### src/rtl/mem_access_arbiter_if.sv
`timescale 1ns/1ps
// mem_access_arbiter_if: request/response handshakes for IFU and LSU plus the
// shared data-memory port. The slave modport is the arbiter's view; the master
// modport is the view of whatever drives requests and returns memory data.
interface mem_access_arbiter_if #(
    parameter int ADDR_W = 64,
    parameter int DATA_W = 64,
    parameter int WDT_W  = 4
);
    // IFU channel (read-only fetch)
    logic              ifu_req_valid;
    logic              ifu_req_ready;
    logic [ADDR_W-1:0] ifu_addr;
    logic              ifu_resp_valid;
    logic              ifu_resp_ready;
    logic [DATA_W-1:0] ifu_rdata;

    // LSU channel (load/store)
    logic              lsu_req_valid;
    logic              lsu_req_ready;
    logic [ADDR_W-1:0] lsu_addr;
    logic              lsu_wen;
    logic [DATA_W-1:0] lsu_wdata;
    logic [WDT_W-1:0]  lsu_wdt_op;
    logic              lsu_resp_valid;
    logic              lsu_resp_ready;
    logic [DATA_W-1:0] lsu_rdata;

    // Shared memory port
    logic              mem_ren;
    logic              mem_wen;
    logic [ADDR_W-1:0] mem_addr;
    logic [DATA_W-1:0] mem_wdata;
    logic [WDT_W-1:0]  mem_wdt_op;
    logic [DATA_W-1:0] mem_rdata;

    modport slave (
        input  ifu_req_valid, ifu_addr, ifu_resp_ready,
        input  lsu_req_valid, lsu_addr, lsu_wen, lsu_wdata, lsu_wdt_op, lsu_resp_ready,
        input  mem_rdata,
        output ifu_req_ready, ifu_resp_valid, ifu_rdata,
        output lsu_req_ready, lsu_resp_valid, lsu_rdata,
        output mem_ren, mem_wen, mem_addr, mem_wdata, mem_wdt_op
    );

    modport master (
        output ifu_req_valid, ifu_addr, ifu_resp_ready,
        output lsu_req_valid, lsu_addr, lsu_wen, lsu_wdata, lsu_wdt_op, lsu_resp_ready,
        output mem_rdata,
        input  ifu_req_ready, ifu_resp_valid, ifu_rdata,
        input  lsu_req_ready, lsu_resp_valid, lsu_rdata,
        input  mem_ren, mem_wen, mem_addr, mem_wdata, mem_wdt_op
    );
endinterface

### src/rtl/mem_access_arbiter.sv
`timescale 1ns/1ps
// mem_access_arbiter: shares the single data-memory port between the IFU
// (fetch, always 64-bit reads) and the LSU (loads and stores). One access is
// outstanding at a time and runs IDLE -> ISSUE -> WAIT -> RESP -> IDLE.
// The LSU has priority, but a saturating starvation counter forces an IFU
// grant after STARVE_MAX consecutive LSU grants while the IFU was waiting.
module mem_access_arbiter #(
    parameter int ADDR_W     = 64,
    parameter int DATA_W     = 64,
    parameter int WDT_W      = 4,
    parameter int MEM_LAT    = 1,
    parameter int STARVE_MAX = 4
) (
    input  logic                 clk,
    input  logic                 rst_n,
    mem_access_arbiter_if.slave  bus
);

    // FSM encoding
    localparam logic [1:0] ST_IDLE  = 2'd0;
    localparam logic [1:0] ST_ISSUE = 2'd1;
    localparam logic [1:0] ST_WAIT  = 2'd2;
    localparam logic [1:0] ST_RESP  = 2'd3;

    // Owner of the access in flight
    localparam logic OWN_IFU = 1'b0;
    localparam logic OWN_LSU = 1'b1;

    // Fetches are always full-width
    localparam logic [WDT_W-1:0] WDT64 = WDT_W'(4'b1000);

    localparam int CNT_W = (MEM_LAT > 1) ? $clog2(MEM_LAT + 1) : 1;
    localparam int STV_W = (STARVE_MAX > 1) ? $clog2(STARVE_MAX + 1) : 1;
    localparam logic [CNT_W-1:0] LAT_LOAD = CNT_W'(MEM_LAT);
    localparam logic [STV_W-1:0] STV_MAX  = STV_W'(STARVE_MAX);

    logic [1:0]        state_r;
    logic              run_en_r;        // low while in reset and for the first edge after release
    logic              owner_r;
    logic              wen_r;
    logic [CNT_W-1:0]  wait_cnt_r;
    logic [STV_W-1:0]  starve_cnt_r;

    logic [ADDR_W-1:0] addr_r;
    logic [DATA_W-1:0] wdata_r;
    logic [WDT_W-1:0]  wdt_op_r;
    logic [DATA_W-1:0] rdata_r;
    logic              mem_ren_r;
    logic              mem_wen_r;
    logic              ifu_resp_valid_r;
    logic              lsu_resp_valid_r;

    logic              ifu_grant_s;
    logic              lsu_grant_s;
    logic              resp_taken_s;

    // Arbitration: grant only in IDLE; LSU wins unless the IFU has been starved
    always_comb begin
        ifu_grant_s = 1'b0;
        lsu_grant_s = 1'b0;
        if (run_en_r && (state_r == ST_IDLE)) begin
            if (bus.lsu_req_valid && bus.ifu_req_valid) begin
                if (starve_cnt_r == STV_MAX) begin
                    ifu_grant_s = 1'b1;
                end else begin
                    lsu_grant_s = 1'b1;
                end
            end else if (bus.lsu_req_valid) begin
                lsu_grant_s = 1'b1;
            end else if (bus.ifu_req_valid) begin
                ifu_grant_s = 1'b1;
            end else begin
                ifu_grant_s = 1'b0;
                lsu_grant_s = 1'b0;
            end
        end else begin
            ifu_grant_s = 1'b0;
            lsu_grant_s = 1'b0;
        end
    end

    // Response handshake from whichever requester owns the access
    always_comb begin
        resp_taken_s = 1'b0;
        if (owner_r == OWN_LSU) begin
            resp_taken_s = lsu_resp_valid_r && bus.lsu_resp_ready;
        end else begin
            resp_taken_s = ifu_resp_valid_r && bus.ifu_resp_ready;
        end
    end

    // Grant enable: keeps ready low while reset is applied
    always_ff @(posedge clk or negedge rst_n) begin
        if (!rst_n) begin
            run_en_r <= 1'b0;
        end else begin
            run_en_r <= 1'b1;
        end
    end

    // Starvation counter: counts LSU grants taken while the IFU was waiting
    always_ff @(posedge clk or negedge rst_n) begin
        if (!rst_n) begin
            starve_cnt_r <= {STV_W{1'b0}};
        end else if (ifu_grant_s || !bus.ifu_req_valid) begin
            starve_cnt_r <= {STV_W{1'b0}};
        end else if (lsu_grant_s && (starve_cnt_r != STV_MAX)) begin
            starve_cnt_r <= starve_cnt_r + STV_W'(1);
        end else begin
            starve_cnt_r <= starve_cnt_r;
        end
    end

    // Access sequencer: latch request, strobe memory, wait, hold response
    always_ff @(posedge clk or negedge rst_n) begin
        if (!rst_n) begin
            state_r          <= ST_IDLE;
            owner_r          <= OWN_IFU;
            wen_r            <= 1'b0;
            wait_cnt_r       <= {CNT_W{1'b0}};
            addr_r           <= {ADDR_W{1'b0}};
            wdata_r          <= {DATA_W{1'b0}};
            wdt_op_r         <= {WDT_W{1'b0}};
            rdata_r          <= {DATA_W{1'b0}};
            mem_ren_r        <= 1'b0;
            mem_wen_r        <= 1'b0;
            ifu_resp_valid_r <= 1'b0;
            lsu_resp_valid_r <= 1'b0;
        end else begin
            case (state_r)
                ST_IDLE: begin
                    if (lsu_grant_s) begin
                        owner_r   <= OWN_LSU;
                        wen_r     <= bus.lsu_wen;
                        addr_r    <= bus.lsu_addr;
                        wdata_r   <= bus.lsu_wdata;
                        wdt_op_r  <= bus.lsu_wdt_op;
                        mem_ren_r <= !bus.lsu_wen;
                        mem_wen_r <= bus.lsu_wen;
                        state_r   <= ST_ISSUE;
                    end else if (ifu_grant_s) begin
                        owner_r   <= OWN_IFU;
                        wen_r     <= 1'b0;
                        addr_r    <= bus.ifu_addr;
                        wdata_r   <= {DATA_W{1'b0}};
                        wdt_op_r  <= WDT64;
                        mem_ren_r <= 1'b1;
                        mem_wen_r <= 1'b0;
                        state_r   <= ST_ISSUE;
                    end else begin
                        mem_ren_r <= 1'b0;
                        mem_wen_r <= 1'b0;
                        state_r   <= ST_IDLE;
                    end
                end
                ST_ISSUE: begin
                    // Strobe was visible for exactly this cycle
                    mem_ren_r  <= 1'b0;
                    mem_wen_r  <= 1'b0;
                    wait_cnt_r <= LAT_LOAD;
                    state_r    <= ST_WAIT;
                end
                ST_WAIT: begin
                    if (wait_cnt_r == CNT_W'(1)) begin
                        // Stores complete with zero data
                        rdata_r          <= wen_r ? {DATA_W{1'b0}} : bus.mem_rdata;
                        ifu_resp_valid_r <= (owner_r == OWN_IFU);
                        lsu_resp_valid_r <= (owner_r == OWN_LSU);
                        wait_cnt_r       <= {CNT_W{1'b0}};
                        state_r          <= ST_RESP;
                    end else begin
                        wait_cnt_r <= wait_cnt_r - CNT_W'(1);
                        state_r    <= ST_WAIT;
                    end
                end
                ST_RESP: begin
                    if (resp_taken_s) begin
                        ifu_resp_valid_r <= 1'b0;
                        lsu_resp_valid_r <= 1'b0;
                        state_r          <= ST_IDLE;
                    end else begin
                        state_r <= ST_RESP;
                    end
                end
                default: begin
                    // Unreachable encoding: drop everything and return to IDLE
                    mem_ren_r        <= 1'b0;
                    mem_wen_r        <= 1'b0;
                    ifu_resp_valid_r <= 1'b0;
                    lsu_resp_valid_r <= 1'b0;
                    state_r          <= ST_IDLE;
                end
            endcase
        end
    end

    // Handshake readiness follows the combinational grant
    assign bus.ifu_req_ready  = ifu_grant_s;
    assign bus.lsu_req_ready  = lsu_grant_s;

    // Registered response and memory-port outputs
    assign bus.ifu_resp_valid = ifu_resp_valid_r;
    assign bus.lsu_resp_valid = lsu_resp_valid_r;
    assign bus.ifu_rdata      = rdata_r;
    assign bus.lsu_rdata      = rdata_r;
    assign bus.mem_ren        = mem_ren_r;
    assign bus.mem_wen        = mem_wen_r;
    assign bus.mem_addr       = addr_r;
    assign bus.mem_wdata      = wdata_r;
    assign bus.mem_wdt_op     = wdt_op_r;

endmodule

### src/flat_wrapper.sv
// flat-port wrapper written by rule: the top's interface ports become plain ports
module mem_access_arbiter_flat 
#(
    parameter int ADDR_W     = 64,
    parameter int DATA_W     = 64,
    parameter int WDT_W      = 4,
    parameter int MEM_LAT    = 1,
    parameter int STARVE_MAX = 4
)
  (clk, rst_n, bus_ifu_req_valid, bus_ifu_addr, bus_ifu_resp_ready, bus_lsu_req_valid, bus_lsu_addr, bus_lsu_wen, bus_lsu_wdata, bus_lsu_wdt_op, bus_lsu_resp_ready, bus_mem_rdata, bus_ifu_req_ready, bus_ifu_resp_valid, bus_ifu_rdata, bus_lsu_req_ready, bus_lsu_resp_valid, bus_lsu_rdata, bus_mem_ren, bus_mem_wen, bus_mem_addr, bus_mem_wdata, bus_mem_wdt_op);
  mem_access_arbiter_if #(.ADDR_W(ADDR_W), .DATA_W(DATA_W), .WDT_W(WDT_W)) bus_i ();
  input  logic clk;
  input  logic rst_n;
  input wire logic [$bits(bus_i.ifu_req_valid)-1:0] bus_ifu_req_valid;
  input wire logic [$bits(bus_i.ifu_addr)-1:0] bus_ifu_addr;
  input wire logic [$bits(bus_i.ifu_resp_ready)-1:0] bus_ifu_resp_ready;
  input wire logic [$bits(bus_i.lsu_req_valid)-1:0] bus_lsu_req_valid;
  input wire logic [$bits(bus_i.lsu_addr)-1:0] bus_lsu_addr;
  input wire logic [$bits(bus_i.lsu_wen)-1:0] bus_lsu_wen;
  input wire logic [$bits(bus_i.lsu_wdata)-1:0] bus_lsu_wdata;
  input wire logic [$bits(bus_i.lsu_wdt_op)-1:0] bus_lsu_wdt_op;
  input wire logic [$bits(bus_i.lsu_resp_ready)-1:0] bus_lsu_resp_ready;
  input wire logic [$bits(bus_i.mem_rdata)-1:0] bus_mem_rdata;
  output wire logic [$bits(bus_i.ifu_req_ready)-1:0] bus_ifu_req_ready;
  output wire logic [$bits(bus_i.ifu_resp_valid)-1:0] bus_ifu_resp_valid;
  output wire logic [$bits(bus_i.ifu_rdata)-1:0] bus_ifu_rdata;
  output wire logic [$bits(bus_i.lsu_req_ready)-1:0] bus_lsu_req_ready;
  output wire logic [$bits(bus_i.lsu_resp_valid)-1:0] bus_lsu_resp_valid;
  output wire logic [$bits(bus_i.lsu_rdata)-1:0] bus_lsu_rdata;
  output wire logic [$bits(bus_i.mem_ren)-1:0] bus_mem_ren;
  output wire logic [$bits(bus_i.mem_wen)-1:0] bus_mem_wen;
  output wire logic [$bits(bus_i.mem_addr)-1:0] bus_mem_addr;
  output wire logic [$bits(bus_i.mem_wdata)-1:0] bus_mem_wdata;
  output wire logic [$bits(bus_i.mem_wdt_op)-1:0] bus_mem_wdt_op;
  assign bus_i.ifu_req_valid = bus_ifu_req_valid;
  assign bus_i.ifu_addr = bus_ifu_addr;
  assign bus_i.ifu_resp_ready = bus_ifu_resp_ready;
  assign bus_i.lsu_req_valid = bus_lsu_req_valid;
  assign bus_i.lsu_addr = bus_lsu_addr;
  assign bus_i.lsu_wen = bus_lsu_wen;
  assign bus_i.lsu_wdata = bus_lsu_wdata;
  assign bus_i.lsu_wdt_op = bus_lsu_wdt_op;
  assign bus_i.lsu_resp_ready = bus_lsu_resp_ready;
  assign bus_i.mem_rdata = bus_mem_rdata;
  assign bus_ifu_req_ready = bus_i.ifu_req_ready;
  assign bus_ifu_resp_valid = bus_i.ifu_resp_valid;
  assign bus_ifu_rdata = bus_i.ifu_rdata;
  assign bus_lsu_req_ready = bus_i.lsu_req_ready;
  assign bus_lsu_resp_valid = bus_i.lsu_resp_valid;
  assign bus_lsu_rdata = bus_i.lsu_rdata;
  assign bus_mem_ren = bus_i.mem_ren;
  assign bus_mem_wen = bus_i.mem_wen;
  assign bus_mem_addr = bus_i.mem_addr;
  assign bus_mem_wdata = bus_i.mem_wdata;
  assign bus_mem_wdt_op = bus_i.mem_wdt_op;
  mem_access_arbiter #(.ADDR_W(ADDR_W), .DATA_W(DATA_W), .WDT_W(WDT_W), .MEM_LAT(MEM_LAT), .STARVE_MAX(STARVE_MAX)) u_core (.clk(clk), .rst_n(rst_n), .bus(bus_i));
endmodule
### config.mk
export PLATFORM = sky130hd
export DESIGN_NAME = mem_access_arbiter_flat
export DESIGN_NICKNAME = d
export VERILOG_FILES = /design/src/rtl/mem_access_arbiter_if.sv /design/src/rtl/mem_access_arbiter.sv /design/src/flat_wrapper.sv
export SDC_FILE = /design/constraint.sdc
export NUM_CORES = 1
export LEC_CHECK = 0
export BUFFER_PORTS_ARGS = -buffer_cell sky130_fd_sc_hd__buf_4
export CORE_AREA = 8 8 204 206
export CTS_BUF_LIST = sky130_fd_sc_hd__clkbuf_8
export DETAILED_ROUTE_END_ITERATION = 10
export DIE_AREA = 0 0 212 214
export GPL_ROUTABILITY_DRIVEN = 0
export HOLD_SLACK_MARGIN = 0.12
export PLACE_DENSITY = 0.54
export SLEW_MARGIN = 0
export SYNTH_ARGS = -nofsm -noshare
export SYNTH_HDL_FRONTEND = slang
export SYNTH_SLANG_ARGS = --single-unit
### constraint.sdc
create_clock -name clk -period 2.35 [get_ports clk]
set_input_delay 0.1175 -clock clk [delete_from_list [all_inputs] [get_ports clk]]
set_output_delay 0.1175 -clock clk [all_outputs]
set_load 0.05 [all_outputs]
**Word-level counts from Yosys, hierarchy flattened**

Cells that the tools add are included.

- Equality and inequality tests: 7
- Mux-type cells: 39
- Add/subtract/negate cells: 2
- Reductions and logical operators: 17
- Bitwise logic cells: 1

Operator list:

| cell | count |
|---|---|
| 64-bit two-way mux | 5 |
| 1-bit two-way mux | 22 |
| 1-bit case mux with 2 select lines | 5 |
| 2-bit nonzero test | 5 |
| 4-bit two-way mux | 2 |
| 2-bit case mux with 4 select lines | 1 |
| 3-bit two-way mux | 2 |
| 1-bit logical AND | 5 |
| 2-bit equality test, second input constant | 2 |
| 2-bit two-way mux | 2 |
| 2-bit by 1-bit inequality test with 1-bit output, second input constant | 2 |
| 2-bit AND reduction | 2 |
| 3-bit by 1-bit adder with 3-bit output, second input constant | 1 |
| 3-bit equality test, second input constant | 1 |
| 3-bit inequality test, second input constant | 1 |
| 3-bit AND reduction | 1 |
| 2-bit by 1-bit equality test with 1-bit output, second input constant | 1 |
| 1-bit zero test | 2 |
| 2-bit zero test | 1 |
| 1-bit logical OR | 1 |
| 1-bit NOT | 1 |
| 1-bit subtractor, second input constant | 1 |

- Input bits: 267
- Output and inout port bits: 266
- Logic and storage cells: 80
- Bits in registers: 209

**Depth between registers and ports, before layout**

Gate-level depths: netlist of the first run.

- Depth after elaboration: 7
- Mapped depth: 9
- Mapped depth without buffers: 5

**Worst setup path before layout of the first run**

No wires, ideal clock.

- Kind: reg-to-reg
- Start point: register u_core.state_r[0]
- End point: register u_core.owner_r
- Arrival: 1639 ps
- Period minus slack after synthesis: 1757 ps
- Path buffers: 4
- Library setup time: 118 ps
- Setup slack: 593 ps
- Required time: 2232 ps
- Stages on the path, launching flop included: 10
- Path through: dfrtp_1 -> inv_1 -> ha_1 -> buf_6 -> and3_1 -> and2_1 -> buf_6 -> buf_6 -> buf_6 -> a21o_1

- Cells in the longest elaborated chain, start to end: 5
- Elaborated cells on any way between the ends: 7
- Classes of those cells: mux (3); reduce/logical (4)

Ends and longest elaborated chain:

| what | RTL line | RTL |
|---|---|---|
| from (decl) | mem_access_arbiter.sv:37 | `logic [1:0] state_r;` |
| from (signal assigned) | mem_access_arbiter.sv:117 | `state_r <= ST_IDLE;` |
| from (signal assigned) | mem_access_arbiter.sv:140 | `state_r <= ST_ISSUE;` |
| from (signal assigned) | mem_access_arbiter.sv:149 | `state_r <= ST_ISSUE;` |
| 2-bit zero test * | mem_access_arbiter.sv:61 | `if (run_en_r && (state_r == ST_IDLE)) begin` |
| 1-bit logical AND * | mem_access_arbiter.sv:61 |  |
| 1-bit two-way mux * | mem_access_arbiter.sv:61 |  |
| net bus_lsu_req_ready | flat_wrapper.sv:27 | `output wire logic [$bits(bus_i.lsu_req_ready)-1:0] bus_lsu_req_ready;` |
| 2-bit nonzero test (no source line) | -- |  |
| 2-bit AND reduction (no source line) | -- |  |
| to (signal assigned) | mem_access_arbiter.sv:118 | `owner_r <= OWN_IFU;` |
| to (signal assigned) | mem_access_arbiter.sv:133 | `owner_r <= OWN_LSU;` |
| to (signal assigned) | mem_access_arbiter.sv:142 | `owner_r <= OWN_IFU;` |
| to (decl) | mem_access_arbiter.sv:39 | `logic owner_r;` |

Mark *: on every way through the listed nets, which the timed path passes. The rest lies on a longest branch.
A chain may end at the register's enable or synchronous reset.

**Worst setup path after layout of the first run**

- Start point: register u_core.state_r[1]
- End point: register u_core.addr_r[60] (netlist: u_core.bus.mem_addr[60])

- Cells in the longest elaborated chain, start to end: 5
- Elaborated cells on any way between the ends: 7
- Classes of those cells: mux (3); reduce/logical (4)

Ends and longest elaborated chain:

| what | RTL line | RTL |
|---|---|---|
| 2-bit zero test * | mem_access_arbiter.sv:61, mem_access_arbiter.sv:130 |  |
| 1-bit logical AND | mem_access_arbiter.sv:61 |  |
| 1-bit two-way mux | mem_access_arbiter.sv:61 |  |
| 2-bit nonzero test (no source line) | -- |  |
| 2-bit AND reduction (no source line) | -- |  |
| to (signal assigned) | mem_access_arbiter.sv:121 | `addr_r <= {ADDR_W{1'b0}};` |
| to (signal assigned) | mem_access_arbiter.sv:135 | `addr_r <= bus.lsu_addr;` |
| to (signal assigned) | mem_access_arbiter.sv:144 | `addr_r <= bus.ifu_addr;` |
| to (decl) | mem_access_arbiter.sv:44 | `logic [ADDR_W-1:0] addr_r;` |

Every way passes the cells marked *; elsewhere a longest branch is shown, timed or not.

==> metrics.txt, run 1 <==
post-synthesis adder-cell area fraction less than 1%; number of global-route vias before repair roughly 11000; final setup margin about 160 ps; Final Setup Violations 0; status finished, final reports clean; Peak Freq 455.6 MHz; CTS clk-pin slew, worst paths approximately 60 ps; RR Endpoint u_core.bus.mem_addr[60]$_DFFE_PN0P_; first-pass GRT wire length 61.62 mm; Hold Vio Cnt, Final 0; Final period util 93.40%; Num CTS Buffers 39; part of the power in the clock network between 10% and 20%; Pwr Density between 1500 and 2000 mW/mm2; CTS tree built; Cell variety after synth 32; Crit Path Max Fanout 33; share of the synthesized area in the top cell type around 55%; initial antenna violation count 3; DRT iter0 DRCs 531; top-level I/O count between 500 and 600; commonest cells after routing, fill and taps aside buf_4 (545), dlygate4sd3_1 (266), dfrtp_1 (209), nand2_1 (198), a22o_1 (68); max-cap violations 0; Sw Ratio a little over half; Synth area leaders dfrtp_1 (55%), nand2_1 (7.8%), o211ai_2 (7.6%); grt total ovfl 0; Peak supply drop 0.8510 mV; setup TNS 0 ps; H-tree levels 2; Tot GR Track Use between 10% and 20%; Hold Path Class primary input to async pin; layout cells sized above 1 around two fifths; Fill cells ~3600; Ys Warns 0; DRT antenna net count 0; Simple-Gate Fraction of Synth Area 16.55%; clk_lat worst skew about 530 ps; most common cell after layout, fill and taps aside buf_4; sequential power share 25.0%; Root Buffer clkbuf_8; crit end category flip-flop; Post-synth EDFFs 0; mux contribution to synthesized area 0%; Mapped Avg Cell Area ~10 um2; Post-synth ARST share 100.0%; Longest Clk Path Bufs 3; DR WL/cell around 18 um; CP required 2810 ps; Worst Clk Skew approximately 19 ps; total number of vias a little under 10000; fin util around 45%; Detail Placement HPWL between 20 and 30 mm; Internal approximately 12 mW; largest net degree at the start of global routing around 130; Mapped Nets ~1200; Synth-to-Final Area Change 78.61%; unrepaired setup endpoints after global routing no; routed wire length approximately 41 mm; mapped cell area 0.009593 mm2; vias per inst about 4.4; pre-CTS setup slack between 400 and 500 ps; combinational share of power 63.0%; first-pass detailed-route iteration total 4; Max Slew Vio Count 0; sequential-to-total area share from yosys stat about 55%; Slew Limit Headroom 65.27%; cells after synthesis 923; R2R Setup Slk 160 ps; Worst setup SP type flip-flop; Die Width approximately 210 um; Worst-Margin Slew 521.0 ps; Initial Utilization between 20% and 30%; r2r worst-path depth 8; Synth Area in XOR/XNOR 0%; RR Startpoint u_core.state_r[1]$_DFF_PN0_; Synth Area in Compound Gates around a fifth; largest family of logic cells by synthesized area compound AO/OA/AOI/OAI gates; CP arrival ~2700 ps; Rows between 70 and 80; leakage approximately 8.4 nW; die area about 0.045 mm2; cell accounting for the most synthesized area dfrtp_1; Final #Nets a little under 2000; port bufs 532; register bit total from synthesis approximately 210; CTS Sinks ~210; minimum clock period around 2200 ps; core area around 0.038 mm2; CP Class flip-flop to flip-flop; Die Y around 210 um; Primary FF master, synth dfrtp_1; DR DRC count 0; switching power total around 14 mW
## metal layers
metal	GRT usage (%)	vias to the layer above	part of all wire, %
met1	19.97	4621	39
met3	5.817	83	9.2
met5	0	-	0.032
li1	-	4562	-
met4	6.627	2	3.6
met2	27.78	456	48
## registers in the layout (all words and copies together), names as in the netlist
name and flops:
u_core.starve_cnt_r 3, u_core.bus.ifu_rdata 64, u_core.bus.mem_wen 1, u_core.bus.mem_addr 64, u_core.run_en_r 1, u_core.bus.mem_wdata 64
u_core.wait_cnt_r 1, u_core.owner_r 1, u_core.wen_r 1, u_core.state_r 2, u_core.bus.mem_ren 1, u_core.bus.mem_wdt_op 4
u_core.bus.ifu_resp_valid 1, u_core.bus.lsu_resp_valid 1
## synth_stat cells (6+ instances only)
| library cell | n |
|---|---|
| nand3_1 | 68 |
| nand2_1 | 199 |
| a22o_1 | 68 |
| o211ai_2 | 58 |
| buf_4 | 66 |
| clkbuf_1 | 46 |
| o21ai_0 | 61 |
| o211ai_1 | 8 |
| inv_1 | 9 |
| ha_1 | 6 |
| buf_6 | 10 |
| dfrtp_1 | 209 |
| buf_2 | 11 |
| nor2_1 | 7 |
| nand2b_1 | 65 |
## worst max-delay path: stages, from the launching register on
cell and delay [ps]:
dfrtp_1 420, inv_1 90, ha_1 160, buf_4 160, o211a_4 230, buf_12 210
nand2_1 100, o211ai_2 140, dlygate4sd3_1 580
## kinds of logic (layout without fill, tap and decap cells)
logic type,count (synthesis),count (layout)
buf+inv,145,897
compound gates,213,213
flops,209,209
simple gates,349,349
fa+ha+maj,6,6
other cells,1,3
## final cells by class
cell class	count	area, um2	share of cell area (%)
antenna	2	5.005	0.02921
sequential	209	5230	30.52
timing repair buffer	825	7042	41.10
clock buffer	42	578.1	3.374
inverter	9	33.78	0.1972
multi-input combinational	569	3515	20.51
clock inverter	21	82.58	0.4820
tap	518	648.1	3.783
## worst max-delay path by stage
stage | end | from | slack (ps) | cells past startpoint
after floorplan | u_core.owner_r$_DFFE_PN0P_ | u_core.state_r[0]$_DFF_PN0_ | 590 | 9
after global placement | u_core.bus.mem_addr[2]$_DFFE_PN0P_ | u_core.state_r[1]$_DFF_PN0_ | 500 | 6
after detailed placement | u_core.bus.mem_addr[2]$_DFFE_PN0P_ | u_core.state_r[0]$_DFF_PN0_ | 480 | 6
after CTS | u_core.bus.mem_addr[32]$_DFFE_PN0P_ | u_core.state_r[1]$_DFF_PN0_ | 10 | 7
after global routing | u_core.bus.mem_addr[53]$_DFFE_PN0P_ | u_core.state_r[0]$_DFF_PN0_ | 60 | 8
final | u_core.bus.mem_addr[60]$_DFFE_PN0P_ | u_core.state_r[1]$_DFF_PN0_ | 160 | 8
## timing repair
action	in CTS	in global routing
hold buffers	267	0
resized for setup	0	1
setup buffers	0	8
hold endpoints to repair	415	0
endpoints found under the setup margin	0	30
## through the flow
step	hold slack (ps)	instances	total power, mW	area (um2)
final	220.5	2195	26.06	17130
after detailed placement	71.01	1854	22.16	13690
after global placement	66.60	1854	22.05	13690
after CTS	179.7	2184	26.21	17040
after global routing	210.2	2194	27.41	17130
after floorplan	-178.1	923	17.54	9593
## power by group through the flow
stage / sequential (mW) / combinational (mW) / clock (mW)
global placement: 6.50 / 15.6 / 0
global route: 6.71 / 17.3 / 3.44
detailed placement: 6.50 / 15.7 / 0
finish: 6.51 / 16.4 / 3.13
floorplan: 11.9 / 5.65 / 0
CTS: 6.49 / 16.4 / 3.29
(Power assumes the default switching activity.)
==> run 2: changes to the inputs <==
--- a/config.mk
+++ b/config.mk
@@ -6,13 +6,13 @@
 export NUM_CORES = 1
 export LEC_CHECK = 0
 export BUFFER_PORTS_ARGS = -buffer_cell sky130_fd_sc_hd__buf_4
-export CORE_AREA = 8 8 204 206
+export CORE_AREA = 8 8 201 203
 export CTS_BUF_LIST = sky130_fd_sc_hd__clkbuf_8
 export DETAILED_ROUTE_END_ITERATION = 10
-export DIE_AREA = 0 0 212 214
+export DIE_AREA = 0 0 209 211
 export GPL_ROUTABILITY_DRIVEN = 0
 export HOLD_SLACK_MARGIN = 0.12
-export PLACE_DENSITY = 0.54
+export PLACE_DENSITY = 0.57
 export SLEW_MARGIN = 0
 export SYNTH_ARGS = -nofsm -noshare
 export SYNTH_HDL_FRONTEND = slang
==> constraint.sdc (replaced) <==
create_clock -name clk -period 1.8 [get_ports clk]
set_input_delay 0.09 -clock clk [delete_from_list [all_inputs] [get_ports clk]]
set_output_delay 0.09 -clock clk [all_outputs]
set_load 0.05 [all_outputs]
==> metrics.txt, run 2 (same netlist as run 1, synthesis figures left out) <==
status finished with violations; failing checks negative setup slack; fin util 47.02% (+2.3 points); Die Y 211 um (-1.4%); final setup margin -27.58 ps (-182.7 ps); number of global-route vias before repair 10990 (+3.9%); Max Slew Vio Count 0 (unchanged); top-level I/O count 533 (unchanged); Post-Layout Cell Count 2177 (-0.82%); placed cells 1827 (-1.5%); leakage 8.594 nW (+1.9%); Rows 71 (-1.4%); layout cells sized above 1 41.54% (+1.5 points); Final Setup Violations 1 (+1); Final #Nets 1946 (+1.0%); H-tree levels 2 (unchanged); DR DRC count 0 (unchanged); Initial Utilization 25.83% (+0.78 points); commonest cells after routing, fill and taps aside buf_4 (558), dlygate4sd3_1 (267), dfrtp_1 (209), nand2_1 (198), a22o_1 (68); RR Startpoint u_core.state_r[1]$_DFF_PN0_; vias per inst 4.569 (+3.1%); Peak Freq 547.2 MHz; Peak supply drop 0.9814 mV (+15%); CP Capture Point bus_lsu_req_ready; crit end category output port; Pwr Density 1979 mW/mm2 (+30%); port bufs 532 (unchanged); CTS tree built; Hold Path Class primary input to flip-flop; CP startpoint u_core.state_r[1]$_DFF_PN0_; Tot GR Track Use 18.12% (+1.2 points); Fin Hold WS 327.2 ps (+106.8 ps); Worst Clk Skew 16.99 ps (-2.072 ps); CTS clk-pin slew, worst paths 60 ps (about the same); Die Width 209 um (-1.4%); clk_lat worst skew 530 ps (about the same); Synth-to-Final Area Change 82.03%; first-pass detailed-route iteration total 5 (+1); Worst setup SP type flip-flop; DR WL/cell 19.13 um (+3.6%); CP Class flip-flop to output port; max-cap violations 0 (unchanged); total number of vias 9946 (+2.3%); largest net degree at the start of global routing 71 (-45%); Longest Clk Path Bufs 3 (unchanged); minimum clock period 1828 ps; CP arrival 1740 ps (-910 ps); setup TNS -27.58 ps (-27.58 ps); initial antenna violation count 1 (-2); RR Endpoint u_core.bus.mem_addr[23]$_DFFE_PN0P_; Hold Vio Cnt, Final 0 (unchanged); most common cell after layout, fill and taps aside buf_4; unrepaired setup endpoints after global routing yes; R2R Setup Slk 0 ps (-160 ps); Root Buffer clkbuf_8; die area 0.04410 mm2 (-2.8%); Crit Path Max Fanout 2 (-94%); grt total ovfl 0 (unchanged); Final period util 101.5%; Num CTS Buffers 38 (-2.6%); CP required 1710 ps (-1100 ps); CTS Sinks 209 (unchanged); r2r worst-path depth 8 (unchanged); DRT antenna net count 0 (unchanged); core area 0.03713 mm2 (-3.0%); routed wire length 41.65 mm (+2.8%); first-pass GRT wire length 64.20 mm (+4.2%); Detail Placement HPWL 28.51 mm (+3.1%); DRT iter0 DRCs 510 (-4.0%)
run 2: cell count changes in the layout (fill, tap and decap cells not counted), sizes merged:
cell	previous run	this run
clkinvlp	0	1
clkinv	3	7
bufinv	0	1
bufbuf	0	1
dlygate4sd3	266	267
buf	558	577
diode	2	1
inv	27	21
clkbuf	43	49
run 2: routing by layer:
metal / vias up / GRT usage [%] / routed length (um)
met1: 4735 / 20.69 / 16050
met5: - / 0 / 0
met2: 506 / 30.29 / 20160
li1: 4608 / - / -
met3: 97 / 6.409 / 3697
met4: 0 / 8.287 / 1739
run 2: worst min-delay path by stage:
stage	endpoint	depth (start not counted)	slack, ps	startpoint
finish	u_core.bus.mem_wdata[57]$_DFFE_PN0P_	3	330	bus_lsu_wdata[57]
floorplan	u_core.bus.ifu_rdata[0]$_DFFE_PN0P_	0	-210	rst_n
CTS	u_core.bus.mem_wdt_op[2]$_DFFE_PN0P_	3	250	bus_lsu_wdt_op[2]
global route	u_core.bus.mem_wdata[58]$_DFFE_PN0P_	3	290	bus_lsu_wdata[58]
global placement	u_core.bus.mem_addr[15]$_DFFE_PN0P_	1	40	rst_n
detailed placement	u_core.bus.mem_addr[15]$_DFFE_PN0P_	1	50	rst_n
run 2: area by class of cell:
type,instances,area (um2)
fillers,3317,19670
inverters,9,33.78
clock buffers,48,660.6
multi-input cells,569,3531
well taps,474,593.1
repair buffers,846,7293
diodes,1,2.502
flip-flops and latches,209,5230
clock inverters,21,117.6
run 2: timing repair:
action / 4_1_cts / 5_1_grt
endpoints found under the setup margin: 2 / 8
hold endpoints to repair: 415 / 0
buffers inserted: 10 / 1
pin swaps: 2 / 2
gates cloned: 1 / 1
resized for setup: 14 / 1
hold buffers: 267 / 0
run 2: power by group:
group	total, mW	switching [mW]	leakage [nW]	internal, mW
registers	8.50	1.60	2.61	6.90
clock network	4.60	2.05	0.451	2.55
logic	21.5	14.6	5.53	6.83
run 2: critical path, stage by stage, from the launching register on:
cell and delay (ps):
dfrtp_1 390, inv_2 80, ha_4 140, and3_4 180, and2_4 180, buf_16 110
buf_12 120
run 2: stage by stage:
step | worst slack (ps) | area (um2) | total power, mW
floorplan | 42.72 | 9593 | 22.90
CTS | -80.69 | 17420 | 34.78
finish | -27.58 | 17460 | 34.56
global placement | 113.4 | 13810 | 29.10
global route | -114.9 | 17460 | 36.32
detailed placement | 84.08 | 13810 | 29.30
==> run 3: changes to the inputs <==
--- a/config.mk
+++ b/config.mk
@@ -13,6 +13,7 @@
 export GPL_ROUTABILITY_DRIVEN = 0
 export HOLD_SLACK_MARGIN = 0.12
 export PLACE_DENSITY = 0.57
+export RECOVER_POWER = 25
 export SLEW_MARGIN = 0
 export SYNTH_ARGS = -nofsm -noshare
 export SYNTH_HDL_FRONTEND = slang
==> metrics.txt, run 3 (same netlist as run 1, synthesis figures left out) <==
crit end category output port; RR Startpoint u_core.state_r[0]$_DFF_PN0_; unrepaired setup endpoints after global routing yes; most common cell after layout, fill and taps aside buf_4; Storage cell area 0.005230 mm2 (unchanged); Detail Placement HPWL 28.51 mm (unchanged); layout cells sized above 1 36.96% (-4.6 points); Num CTS Buffers 38 (unchanged); Fin Hold WS 326.7 ps (-0.4850 ps); port bufs 532 (unchanged); status finished with violations; Crit Path Max Fanout 2 (unchanged); top-level I/O count 533 (unchanged); DRT iter0 DRCs 460 (-9.8%); first-pass detailed-route iteration total 5 (unchanged); RR Endpoint u_core.bus.mem_addr[23]$_DFFE_PN0P_; Slew Limit Headroom between 40% and 50%; clk_lat worst skew 530 ps (about the same); Hold Path Stages 3 (unchanged); CTS Sinks 209 (unchanged); fin util 46.17% (-0.85 points); placed cells 1827 (unchanged); failing checks negative setup slack; initial antenna violation count 1 (unchanged); largest net degree at the start of global routing 71 (unchanged); Post-Layout Cell Count 2177 (unchanged); CTS clk-pin slew, worst paths 60 ps (about the same); first-pass GRT wire length 64.20 mm (unchanged); WHS Endpoint u_core.bus.mem_wdata[57]$_DFFE_PN0P_; vias per inst 4.571 (about the same); Worst-Margin Slew between 800 and 900 ps; Longest Clk Path Bufs 3 (unchanged); Initial Utilization 25.83% (unchanged); H-tree levels 2 (unchanged); slowest CP cell dfrtp_1; Final Setup Violations 2 (+1); r2r worst-path depth 8 (unchanged); DRT antenna net count 0 (unchanged); die area 0.04410 mm2 (unchanged); commonest cells after routing, fill and taps aside buf_4 (477), dlygate4sd3_1 (267), dfrtp_1 (209), nand2_1 (198), clkbuf_1 (78); number of global-route vias before repair 10990 (unchanged); minimum clock period 1831 ps (+3.913 ps); Hold Vio Cnt, Final 0 (unchanged); routed wire length 41.71 mm (+0.16%); DR WL/cell 19.16 um (+0.16%); Tot GR Track Use 18.12% (unchanged); Rows 71 (unchanged); CP required 1710 ps (about the same); Worst setup SP type flip-flop; Max Slew Vio Count 0 (unchanged); R2R Setup Slk 0 ps (unchanged); core area 0.03713 mm2 (unchanged); total number of vias 9950 (+0.040%); CP arrival 1740 ps (about the same); sequence of cells on the critical path inv_2 -> ha_4 -> and3_4 -> and2_4 -> buf_16 -> buf_12; Final period util 101.7% (+0.22 points); Worst Clk Skew 16.85 ps (-0.1439 ps); max-cap violations 0 (unchanged); Pwr Density 1972 mW/mm2 (-0.35%); leakage 8.287 nW (-3.6%); Fill cells 3395 (+2.4%); HP Start bus_lsu_wdata[57]; DR DRC count 0 (unchanged); Peak Freq 546.0 MHz (-0.21%); Die Width 209 um (unchanged); CP max stage delay 390 ps (about the same); CP Class flip-flop to output port; Multi-input gate area 0.003531 mm2 (unchanged); Die Y 211 um (unchanged); grt total ovfl 0 (unchanged); Final #Nets 1946 (unchanged); CTS tree built; Hold Path Class primary input to flip-flop; Synth-to-Final Area Change 78.73%; Peak supply drop 0.9695 mV (-1.2%); setup TNS -36.48 ps (-8.901 ps); final setup margin -31.49 ps (-3.913 ps); Root Buffer clkbuf_8
## run 3: power by group
part / internal [mW] / switching, mW / total [mW]
clock network: 2.55 / 2.06 / 4.61
logic: 6.09 / 14.6 / 20.7
registers: 6.90 / 1.59 / 8.48
## run 3: routing by layer
metal  up-vias  wire length (um)  part of all wire [%]  GRT usage, %
met3        95              3729                   8.9         6.409
li1       4607                 -                     -             -
met5         -                 0                     0             0
met1      4735             16150                    39         20.69
met2       513             20140                    48         30.29
met4         0              1694                   4.1         8.287
## run 3: through the flow
step	setup slack [ps]	total power [mW]	cell area, um2
CTS	-80.69	34.78	17420
detailed placement	84.08	29.30	13810
global placement	113.4	29.10	13810
floorplan	42.72	22.90	9593
finish	-31.49	33.82	17150
global route	-114.9	35.56	17150
## run 3: final cells by class
class	count	share of cell area [%]
Inverter	9	0.1970
Timing Repair Buffer	846	40.69
Multi-Input combinational cell	569	20.59
Clock inverter	21	0.6860
Clock buffer	48	3.853
Sequential cell	209	30.50
Antenna cell	1	0.01460
Tap cell	474	3.459
## run 3: what timing repair did
item | in CTS | in global routing
cloned | 1 | 1
hold buffers | 267 | 0
hold endpoints to repair | 415 | 0
gates resized for setup | 14 | 1
pin swaps | 2 | 2
setup endpoints to repair | 2 | 8
buffers inserted | 10 | 1
## run 3: worst max-delay path by stage
stage / slack (ps) / startpoint / end / depth (start not counted)
2_1_floorplan: 40 / u_core.state_r[0]$_DFF_PN0_ / u_core.owner_r$_DFFE_PN0P_ / 9
3_3_place_gp: 110 / u_core.state_r[0]$_DFF_PN0_ / bus_lsu_req_ready / 6
3_5_place_dp: 80 / u_core.state_r[0]$_DFF_PN0_ / bus_lsu_req_ready / 6
4_1_cts: -80 / u_core.state_r[1]$_DFF_PN0_ / bus_lsu_req_ready / 6
5_1_grt: -110 / u_core.state_r[1]$_DFF_PN0_ / bus_lsu_req_ready / 6
6_report: -30 / u_core.state_r[0]$_DFF_PN0_ / bus_lsu_req_ready / 6
## run 3: worst max-delay path: cells and delay by family, from the launching register on
family | cells | cell delay [ps]
adders and majority gates | 1 | 150
and+or+nand+nor | 2 | 360
DFF | 1 | 390
buffers and inverters | 3 | 310
